--- config.mk ---
export PLATFORM = sky130hd
export DESIGN_NAME = sha256_msg_schedule_flat
export DESIGN_NICKNAME = d
export VERILOG_FILES = /design/src/rtl/sha_pkg.sv /design/src/rtl/sha256_msg_schedule_if.sv /design/src/rtl/sha256_w_next.sv /design/src/rtl/sha256_msg_schedule.sv /design/src/flat_wrapper.sv
export SDC_FILE = /design/constraint.sdc
export NUM_CORES = 2
export LEC_CHECK = 0
export CORE_ASPECT_RATIO = 1.75
export CORE_MARGIN = 1.5
export CORE_UTILIZATION = 25
export DETAILED_ROUTE_END_ITERATION = 7
export GPL_TIMING_DRIVEN = 0
export HOLD_SLACK_MARGIN = 0.15
export SETUP_SLACK_MARGIN = 0.1
export SYNTH_ARGS = -nofsm -noshare
export SYNTH_HDL_FRONTEND = slang
export SYNTH_SLANG_ARGS = --single-unit
--- constraint.sdc ---
create_clock -name clk -period 3.8 [get_ports clk]
set_input_delay 1.14 -clock clk [delete_from_list [all_inputs] [get_ports clk]]
set_output_delay 1.14 -clock clk [all_outputs]
set_load 0.01 [all_outputs]
--- src/rtl/sha_pkg.sv ---
// rtl/sha_pkg.sv - shared SHA-256 schedule types, sizes and sigma helpers
package sha_pkg;

  typedef enum logic [1:0] {
    IDLE  = 2'd0,
    LOAD  = 2'd1,
    ROUND = 2'd2
  } sched_state_t;

  localparam int SHA256_BLOCK_WORDS = 16;
  localparam int SHA256_LOAD_BEATS  = 8;

  function automatic logic [31:0] ror32(input logic [31:0] x, input int n);
    return (x >> n) | (x << (32 - n));
  endfunction

  function automatic logic [31:0] sha256_s0(input logic [31:0] x);
    return ror32(x, 7) ^ ror32(x, 18) ^ (x >> 3);
  endfunction

  function automatic logic [31:0] sha256_s1(input logic [31:0] x);
    return ror32(x, 17) ^ ror32(x, 19) ^ (x >> 10);
  endfunction

endpackage

--- src/rtl/sha256_msg_schedule_if.sv ---
// rtl/sha256_msg_schedule_if.sv - padding-side and core-side handshake bundle
interface sha256_msg_schedule_if;
  logic [63:0] pad_word;
  logic        pad_msg_cmpl;
  logic        next_word;
  logic [31:0] w_out;
  logic        w_valid;
  logic [5:0]  w_round;
  logic        w_ready;
  logic        block_first;
  logic        block_last;

  modport master (
    input  pad_word, pad_msg_cmpl, w_ready,
    output next_word, w_out, w_valid, w_round, block_first, block_last
  );

  modport slave (
    output pad_word, pad_msg_cmpl, w_ready,
    input  next_word, w_out, w_valid, w_round, block_first, block_last
  );
endinterface

--- src/rtl/sha256_w_next.sv ---
// rtl/sha256_w_next.sv - combinational W[t] from the four window taps
module sha256_w_next
  import sha_pkg::*;
(
  input  logic [31:0] w_m2,
  input  logic [31:0] w_m7,
  input  logic [31:0] w_m15,
  input  logic [31:0] w_m16,
  output logic [31:0] w_new
);

  assign w_new = sha256_s1(w_m2) + w_m7 + sha256_s0(w_m15) + w_m16;

endmodule

--- src/rtl/sha256_msg_schedule.sv ---
// rtl/sha256_msg_schedule.sv - assembles 512-bit blocks and issues W[0..NUM_ROUNDS-1]
module sha256_msg_schedule
  import sha_pkg::*;
#(
  parameter int NUM_ROUNDS = 64
) (
  input  logic clk,
  input  logic reset_n,
  input  logic msg_start,
  output logic busy,
  sha256_msg_schedule_if.master sif
);

  localparam logic [5:0] LAST_ROUND = 6'(NUM_ROUNDS - 1);
  localparam logic [2:0] LAST_BEAT  = 3'(SHA256_LOAD_BEATS - 1);

  sched_state_t state;
  logic [31:0]  window [SHA256_BLOCK_WORDS];
  logic [31:0]  w_new;
  logic [2:0]   load_cnt;
  logic [5:0]   round_cnt;
  logic         next_word_q;
  logic         w_valid_q;
  logic         first_flag;
  logic         last_flag;
  logic         first_round;

  // window[0] is always W[t]; the taps below therefore produce W[t+16]
  sha256_w_next u_w_next (
    .w_m2  (window[14]),
    .w_m7  (window[9]),
    .w_m15 (window[1]),
    .w_m16 (window[0]),
    .w_new (w_new)
  );

  always_ff @(posedge clk or negedge reset_n) begin
    if (!reset_n) begin
      state       <= IDLE;
      next_word_q <= 1'b0;
      w_valid_q   <= 1'b0;
      load_cnt    <= 3'd0;
      round_cnt   <= 6'd0;
      first_flag  <= 1'b0;
      last_flag   <= 1'b0;
      first_round <= 1'b0;
      for (int i = 0; i < SHA256_BLOCK_WORDS; i++) window[i] <= 32'd0;
    end else begin
      case (state)
        IDLE: begin
          if (msg_start) begin
            state       <= LOAD;
            next_word_q <= 1'b1;
            first_flag  <= 1'b1;
            load_cnt    <= 3'd0;
          end
        end
        LOAD: begin
          for (int i = 0; i < SHA256_BLOCK_WORDS - 2; i++) window[i] <= window[i+2];
          window[SHA256_BLOCK_WORDS-2] <= sif.pad_word[63:32];
          window[SHA256_BLOCK_WORDS-1] <= sif.pad_word[31:0];
          if (load_cnt == LAST_BEAT) begin
            load_cnt    <= 3'd0;
            next_word_q <= 1'b0;
            w_valid_q   <= 1'b1;
            round_cnt   <= 6'd0;
            first_round <= 1'b1;
            state       <= ROUND;
          end else begin
            load_cnt <= load_cnt + 3'd1;
          end
        end
        ROUND: begin
          if (first_round) begin
            last_flag   <= sif.pad_msg_cmpl;
            first_round <= 1'b0;
          end
          if (sif.w_ready) begin
            for (int i = 0; i < SHA256_BLOCK_WORDS - 1; i++) window[i] <= window[i+1];
            window[SHA256_BLOCK_WORDS-1] <= w_new;
            if (round_cnt == LAST_ROUND) begin
              round_cnt <= 6'd0;
              w_valid_q <= 1'b0;
              if (last_flag) begin
                state <= IDLE;
              end else begin
                state       <= LOAD;
                next_word_q <= 1'b1;
                first_flag  <= 1'b0;
              end
            end else begin
              round_cnt <= round_cnt + 6'd1;
            end
          end
        end
        default: state <= IDLE;
      endcase
    end
  end

  assign sif.next_word   = next_word_q;
  assign sif.w_valid     = w_valid_q;
  assign sif.w_out       = window[0];
  assign sif.w_round     = round_cnt;
  assign sif.block_first = (state == ROUND) & first_flag;
  // last_flag is only captured on the first ROUND cycle, so pass the input through then
  assign sif.block_last  = (state == ROUND) & (first_round ? sif.pad_msg_cmpl : last_flag);
  assign busy            = (state != IDLE);

endmodule

--- src/flat_wrapper.sv ---
// flat-port wrapper written by rule: the top's interface ports become plain ports
module sha256_msg_schedule_flat import sha_pkg::*;
#(
  parameter int NUM_ROUNDS = 64
)
  (clk, reset_n, msg_start, busy, sif_pad_word, sif_pad_msg_cmpl, sif_w_ready, sif_next_word, sif_w_out, sif_w_valid, sif_w_round, sif_block_first, sif_block_last);
  sha256_msg_schedule_if sif_i ();
  input  logic clk;
  input  logic reset_n;
  input  logic msg_start;
  output logic busy;
  input wire logic [$bits(sif_i.pad_word)-1:0] sif_pad_word;
  input wire logic [$bits(sif_i.pad_msg_cmpl)-1:0] sif_pad_msg_cmpl;
  input wire logic [$bits(sif_i.w_ready)-1:0] sif_w_ready;
  output wire logic [$bits(sif_i.next_word)-1:0] sif_next_word;
  output wire logic [$bits(sif_i.w_out)-1:0] sif_w_out;
  output wire logic [$bits(sif_i.w_valid)-1:0] sif_w_valid;
  output wire logic [$bits(sif_i.w_round)-1:0] sif_w_round;
  output wire logic [$bits(sif_i.block_first)-1:0] sif_block_first;
  output wire logic [$bits(sif_i.block_last)-1:0] sif_block_last;
  assign sif_i.pad_word = sif_pad_word;
  assign sif_i.pad_msg_cmpl = sif_pad_msg_cmpl;
  assign sif_i.w_ready = sif_w_ready;
  assign sif_next_word = sif_i.next_word;
  assign sif_w_out = sif_i.w_out;
  assign sif_w_valid = sif_i.w_valid;
  assign sif_w_round = sif_i.w_round;
  assign sif_block_first = sif_i.block_first;
  assign sif_block_last = sif_i.block_last;
  sha256_msg_schedule #(.NUM_ROUNDS(NUM_ROUNDS)) u_core (.clk(clk), .reset_n(reset_n), .msg_start(msg_start), .busy(busy), .sif(sif_i));
endmodule
# --- Word-level counts from Yosys, hierarchy flattened ---
# Cells that the tools add are included.
totals:
  reg_bits: 528
  inputBits: 69
  out_inout_bits: 43
  word_cells: 93
classes:
  addsub: 5
  eq_ne: 9
  muxes: 31
  n_bitwise: 10
  n_reduce_logical: 14
op_table:
  columns: ["operator", "count"]
  rows:
  - ["$pmux 512 s2", 1]
  - ["$mux 512", 1]
  - ["$add 32x32->32", 3]
  - ["$xor 32x32->32", 2]
  - ["$or 13x32->32", 1]
  - ["$or 14x32->32", 1]
  - ["$or 15x32->32", 1]
  - ["$or 25x32->32", 1]
  - ["$xor 32x22->32", 1]
  - ["$xor 32x29->32", 1]
  - ["$mux 6", 3]
  - ["$mux 1", 13]
  - ["$pmux 6 s2", 1]
  - ["$mux 2", 4]
  - ["$reduce_and 4->1", 2]
  - ["$reduce_bool 2->1", 4]
  - ["$add 6x1->6 const B", 1]
  - ["$eq 6x6->1 const B", 1]
  - ["$mux 3", 2]
  - ["$ne 2x2->1 const B", 3]
  - ["$pmux 1 s2", 3]
  - ["$pmux 2 s3", 1]
  - ["$pmux 3 s2", 1]
  - ["$reduce_and 2->1", 3]
  - ["other kinds (12)", 14]

# --- Logic depth before layout (Yosys ltp) ---
logic_depth:
  depth_word: 8
  ltp_mapped: 16
  depth_no_buf: 14

# --- Cells and area by module ---
# A second synthesis with hierarchy kept.
hier_totals:
  cells_unflattened: 3391
  area_unflattened_um2: 28632.5
by_module_without_submodules:
  columns: ["module", "instances", "cells_per_inst", "area_each_um2", "seq_area_each_um2"]
  rows:
  - ["sha256_msg_schedule", 1, 2903, 24443.4, 13212.7]
  - ["sha256_w_next", 1, 488, 4189.0, 0.0]

# --- Worst setup path after synthesis ---
# OpenSTA, ideal clock, no wires.
synth_path:
  kind: "reg2reg"
  from: "register u_core.window[456] (netlist name)"
  to: "register u_core.window[29] (netlist name)"
  setup_time_ns: 0.134
  t_arrival_ns: 3.650
  t_required_ns: 3.666
  slack_ns: 0.017
  stages_incl_launch_ff: 15
  path_cell_list: "dfrtp_1 clkbuf_1 xnor2_1 xnor2_1 fa_1 fa_1 ha_1 fa_1 a211oi_1 o21ai_2 o31ai_4 o31ai_4 a31oi_1 xor2_1 o22ai_1"
synth_via:
  elab_chain_cells: 7
  word_cells_on_any_way: 8
  classes_between: "2 x add/sub; 2 x mux; 4 x bitwise"
synth_rtl:
  columns: ["element", "line", "text"]
  rows:
  - ["from (decl)", "sha256_msg_schedule.sv:18", "logic [31:0] window [SHA256_BLOCK_WORDS];"]
  - ["from (signal, indexed assignment)", "sha256_msg_schedule.sv:60", "window[SHA256_BLOCK_WORDS-2] <= sif.pad_word[63:32];"]
  - ["from (signal, indexed assignment)", "sha256_msg_schedule.sv:61", "window[SHA256_BLOCK_WORDS-1] <= sif.pad_word[31:0];"]
  - ["from (signal, indexed assignment)", "sha256_msg_schedule.sv:80", "window[SHA256_BLOCK_WORDS-1] <= w_new;"]
  - ["$or 25x32->32 or $or 14x32->32 (tied branches)", "sha_pkg.sv:14", "return (x >> n) | (x << (32 - n));"]
  - ["$xor 32x32->32", "sha_pkg.sv:18", "return ror32(x, 7) ^ ror32(x, 18) ^ (x >> 3);"]
  - ["$xor 32x29->32 (*)", "sha_pkg.sv:18", null]
  - ["$add 32x32->32 (*) (2 in a row)", "sha256_w_next.sv:12", "assign w_new = sha256_s1(w_m2) + w_m7 + sha256_s0(w_m15) + w_m16;"]
  - ["$mux 512 (*)", "sha256_msg_schedule.sv:78", "if (sif.w_ready) begin"]
  - ["$pmux 512 s2 (*)", "sha256_msg_schedule.sv:49", "case (state)"]
# Every way passes the cells marked *; elsewhere a longest branch is shown, timed or not. The select of a mux whose other input is x is not followed.
# A chain may end at the register's enable or synchronous reset.

# --- Worst setup path after layout ---
# Ends and elaborated chain as after synthesis.

==> results.txt <==
----------------------------------------------------
[Placement]
  Count of buffers from port buffering ... between 100 and 150
  Placed inst area ... 0.0315 sq mm
  Last weighted congestion value of the routability-driven placer ... 0.999
  Total half-perimeter wirelength after legalization and detailed placement ... 94400 microns

[Critical path]
  Max FO, Critical Path ... 4
  Critical Path End Type ... flop
  Largest stage delay on the critical path ... 0.50 ns
  Arrival time worst endpoint ... ~4.5 ns
  Data required, critical path ... around 4.3 ns
  Crit path kind ... flop to flop
  Kind of start point of the critical path ... flop
  Crit-path slowest cell ... sky130_fd_sc_hd__fa_1
  Cell Chain, Critical Path ... xnor2_2 -> xnor2_2 -> fa_1 -> fa_1 -> ha_2 -> fa_2 -> a211oi_2 -> o21ai_2 -> o31ai_4 -> o31ai_4 -> a31oi_1 -> xor2_1 -> o22ai_1

[Clock network]
  Clock sink count ... 528
  Reg clk slew, reported paths ... 0.07 ns
  Latest clock arrival within the worst-skew pair ... 0.62 ns
  Clock buffer count from CTS ... 48
  CTS H-Tree Depth ... 2
  Hold-fix buffer count after cts ... 0
  Clock tree from TritonCTS ... built
  Clk Tree Root Cell ... sky130_fd_sc_hd__clkbuf_16
  Bufs on Longest Clock Path ... 3

[Die]
  Effective utilization at floorplan ... 25.2%
  FP Rows ... approximately 160
  Horizontal die dimension ... 258 microns
  Core ar. ... 0.113 sq mm
  Area of the die ... 0.116 sq mm
  Die H ... 449 microns
  I/O pins ... 112

[Synthesis]
  Post-Syn Area per Cell ... 8.14 sq um
  Count of mapped cells out of synthesis ... between 3000 and 4000
  Netlist area before placement ... roughly 0.028 sq mm
  Share of the yosys chip area belonging to registers ... 46.6%
  Share of async-settable or async-resettable flops after synthesis ... 100%
  Synthesized netlist net count ... 3653
  #FFs+latches synth ... approximately 530
  Ys flop type ... sky130_fd_sc_hd__dfrtp_1
  Number of warnings printed during yosys synthesis ... 0
  Count of different cell masters after synthesis ... 57
  Post-synth EDFFs ... 0

[STA]
  Tcrit/Tclk final ... 106%
  Worst slew pin tran ... 1.12 ns
  Relative slew margins ... 25.3%
  Max-slew violation total from the final report ... 0
  Unrepaired setup endpoints after global routing ... yes
  Setup skew after layout ... 0.0394 ns
  Fmax achieved ... 248 MHz
  Final worst-path setup slack ... -0.226 ns
  Final setup vio count ... 14
  Number of hold-slack violations in the final timing report ... 0
  Shortest period the worst path allows ... 4.03 ns
  Total negative slack ... -1.53 ns

[Routing]
  Met3 Wirelength ... 5160 microns
  Detailed Routing Iterations Pass 1 ... 8
  Sum of routed wire length over all layers ... approximately 120000 microns
  Post-detailed-route DRC marker count ... 0
  Average routed wire per standard cell ... 22.9 microns
  Highest metal layer used by the detailed router ... met4
  Wl on met1 ... 39100 microns
  Met2 Wirelength ... around 61000 microns
  Number of DRC markers after the initial detailed-route iteration ... 1719
  Number of antenna-violating nets in the routed design ... 0
  Vias per Instance ... 4.92
  Total number of vias ... ~25000

[GRT]
  All-Layer GR Usage ... 20.1%
  Remaining Overflow, GRT ... 0
  Vias in the first global route ... 25600
  Global-route wire length before repair ... 172000 microns
  Maximum number of pins on one net before global-route repair ... 113
  Initial antenna violation count ... 2

[Cells and area]
  Most common cell after layout, fill and taps aside ... sky130_fd_sc_hd__nand2_1
  Post-layout util ... 30.4%
  Filler cell count in the final layout ... 12200
  Most frequent cells in the layout ... sky130_fd_sc_hd__nand2_1, sky130_fd_sc_hd__nor2_1, sky130_fd_sc_hd__a31oi_1, sky130_fd_sc_hd__dfrtp_1, sky130_fd_sc_hd__clkbuf_1
  Layout overhead on the synthesized area ... 20.5%
  Final layout net count ... 3824
  Post-layout instance area ... 0.0342 sq mm
  Ratio of cells with drive above 1 in the final layout ... roughly 11%

[Outcome]
  Violations in the final reports ... setup timing
  Outcome ... complete, but fails checks

[Worst hold path]
  Worst Hold Class ... input port to async pin

[Job]
  Number of violations of the max-capacitance limit ... 0

----------------------------------------------------
[sequential cells by signal, summed over array words and instances, names as in the netlist]
name                  flops
u_core.first_flag         1
u_core.first_round        1
u_core.last_flag          1
u_core.load_cnt           3
u_core.sif.next_word      1
u_core.sif.w_out         32
u_core.sif.w_round        6
u_core.sif.w_valid        1
u_core.state              2
u_core.window           480
[per-layer routing]
layer,vias to the layer above,global-route usage (%)
met1,12400,19.6
met3,362,2.33
met5,-,0
met4,0,18.6
li1,11800,-
met2,895,36.8
[area by class of cell]
type | instances | area (sq um) | area share, %
Clock buffer | 75 | 1470 | 4.31
Tap cell | 1485 | 1860 | 5.44
Multi-Input combinational cell | 2503 | 14000 | 40.8
Clock inverter | 9 | 93.8 | 0.275
Inverter | 135 | 507 | 1.48
Buffer | 268 | 1280 | 3.74
Sequential cell | 528 | 13300 | 38.8
Antenna cell | 2 | 5.00 | 0.0146
Timing Repair Buffer | 175 | 1740 | 5.10
[synthesized netlist by cell type, types with 4 or more instances]
cell                       number  area, sq um
sky130_fd_sc_hd__buf_2         73          365
sky130_fd_sc_hd__o211ai_1       4         30.0
sky130_fd_sc_hd__dfrtp_1      528        13200
sky130_fd_sc_hd__and3_1        11         68.8
sky130_fd_sc_hd__nand2_1     1022         3840
sky130_fd_sc_hd__or3_1          7         43.8
sky130_fd_sc_hd__inv_1        135          507
sky130_fd_sc_hd__clkbuf_1     209          785
sky130_fd_sc_hd__o21ai_0       38          190
sky130_fd_sc_hd__a21oi_1       70          350
sky130_fd_sc_hd__nor3_1        10         50.1
sky130_fd_sc_hd__xnor2_1      122         1070
sky130_fd_sc_hd__nand2b_1       4         25.0
sky130_fd_sc_hd__buf_1          5         18.8
sky130_fd_sc_hd__xor2_1        27          236
sky130_fd_sc_hd__o31ai_1        4         30.0
sky130_fd_sc_hd__fa_1          62         1240
sky130_fd_sc_hd__ha_1          34          425
sky130_fd_sc_hd__o22ai_1        5         31.3
sky130_fd_sc_hd__nor2_1       521         1960
sky130_fd_sc_hd__buf_4         33          248
sky130_fd_sc_hd__a31oi_1      491         3070
sky130_fd_sc_hd__nand3_1        4         20.0
sky130_fd_sc_hd__nand4_1       11         68.8
sky130_fd_sc_hd__a21o_1        10         75.1
[through the flow]
step | hold slack, ns | cells | worst slack (ns)
after floorplan | 0.440 | 3488 | 0.0968
after global placement | 0.466 | 5084 | -22.62
after detailed placement | 0.481 | 5089 | -0.941
after CTS | 0.497 | 5161 | -0.213
after global routing | 0.521 | 5179 | -0.314
final | 0.502 | 5180 | -0.226
[critical path, delay by kind of cell, from the launching register on]
kind,cells,cell delay [ns]
flops,1,0.49
xor+xnor,3,0.74
fa+ha+maj,4,1.51
compound gates,6,1.12
[worst paths after layout]
check / start / end / slack [ns] / cells after the start
setup / recovery: u_core.window[456]$_DFFE_PN0P_ / u_core.window[29]$_DFFE_PN0P_ / -0.23 / 13
hold / removal: reset_n / u_core.window[302]$_DFFE_PN0P_ / 0.50 / 1
setup reg to reg: u_core.window[456]$_DFFE_PN0P_ / u_core.window[29]$_DFFE_PN0P_ / -0.23 / 13
hold reg to reg: u_core.load_cnt[0]$_DFFE_PN0P_ / u_core.load_cnt[0]$_DFFE_PN0P_ / 0.50 / 1
max in group asynchronous: reset_n / u_core.window[57]$_DFFE_PN0P_ / 1.79 / 3
min in group clk: u_core.load_cnt[0]$_DFFE_PN0P_ / u_core.load_cnt[0]$_DFFE_PN0P_ / 0.50 / 1
[repair_timing]
item	in CTS	in global routing
pin swaps	39	40
hold endpoints to repair	0	0
buffers inserted	38	23
gates resized for setup	116	92
setup endpoints to repair	30	27
[cell families (layout without fill, tap and decap cells)]
kind of cell / after synthesis / after routing / synth area share (%)
buffers and inverters: 457 / 662 / 6.81
other: 0 / 2 / 0
multiplexers: 4 / 4 / 0.146
AO/OA/AOI/OAI: 654 / 654 / 14.4
XOR/XNOR: 149 / 149 / 4.60
AND/OR/NAND/NOR: 1600 / 1600 / 21.6
flip-flops: 528 / 528 / 46.6
adder cells (fa/ha/maj): 96 / 96 / 5.87
Power is left out: the tool's default activity adds up to more than one toggle a clock period on the data nets, which glitch-free logic cannot reach.
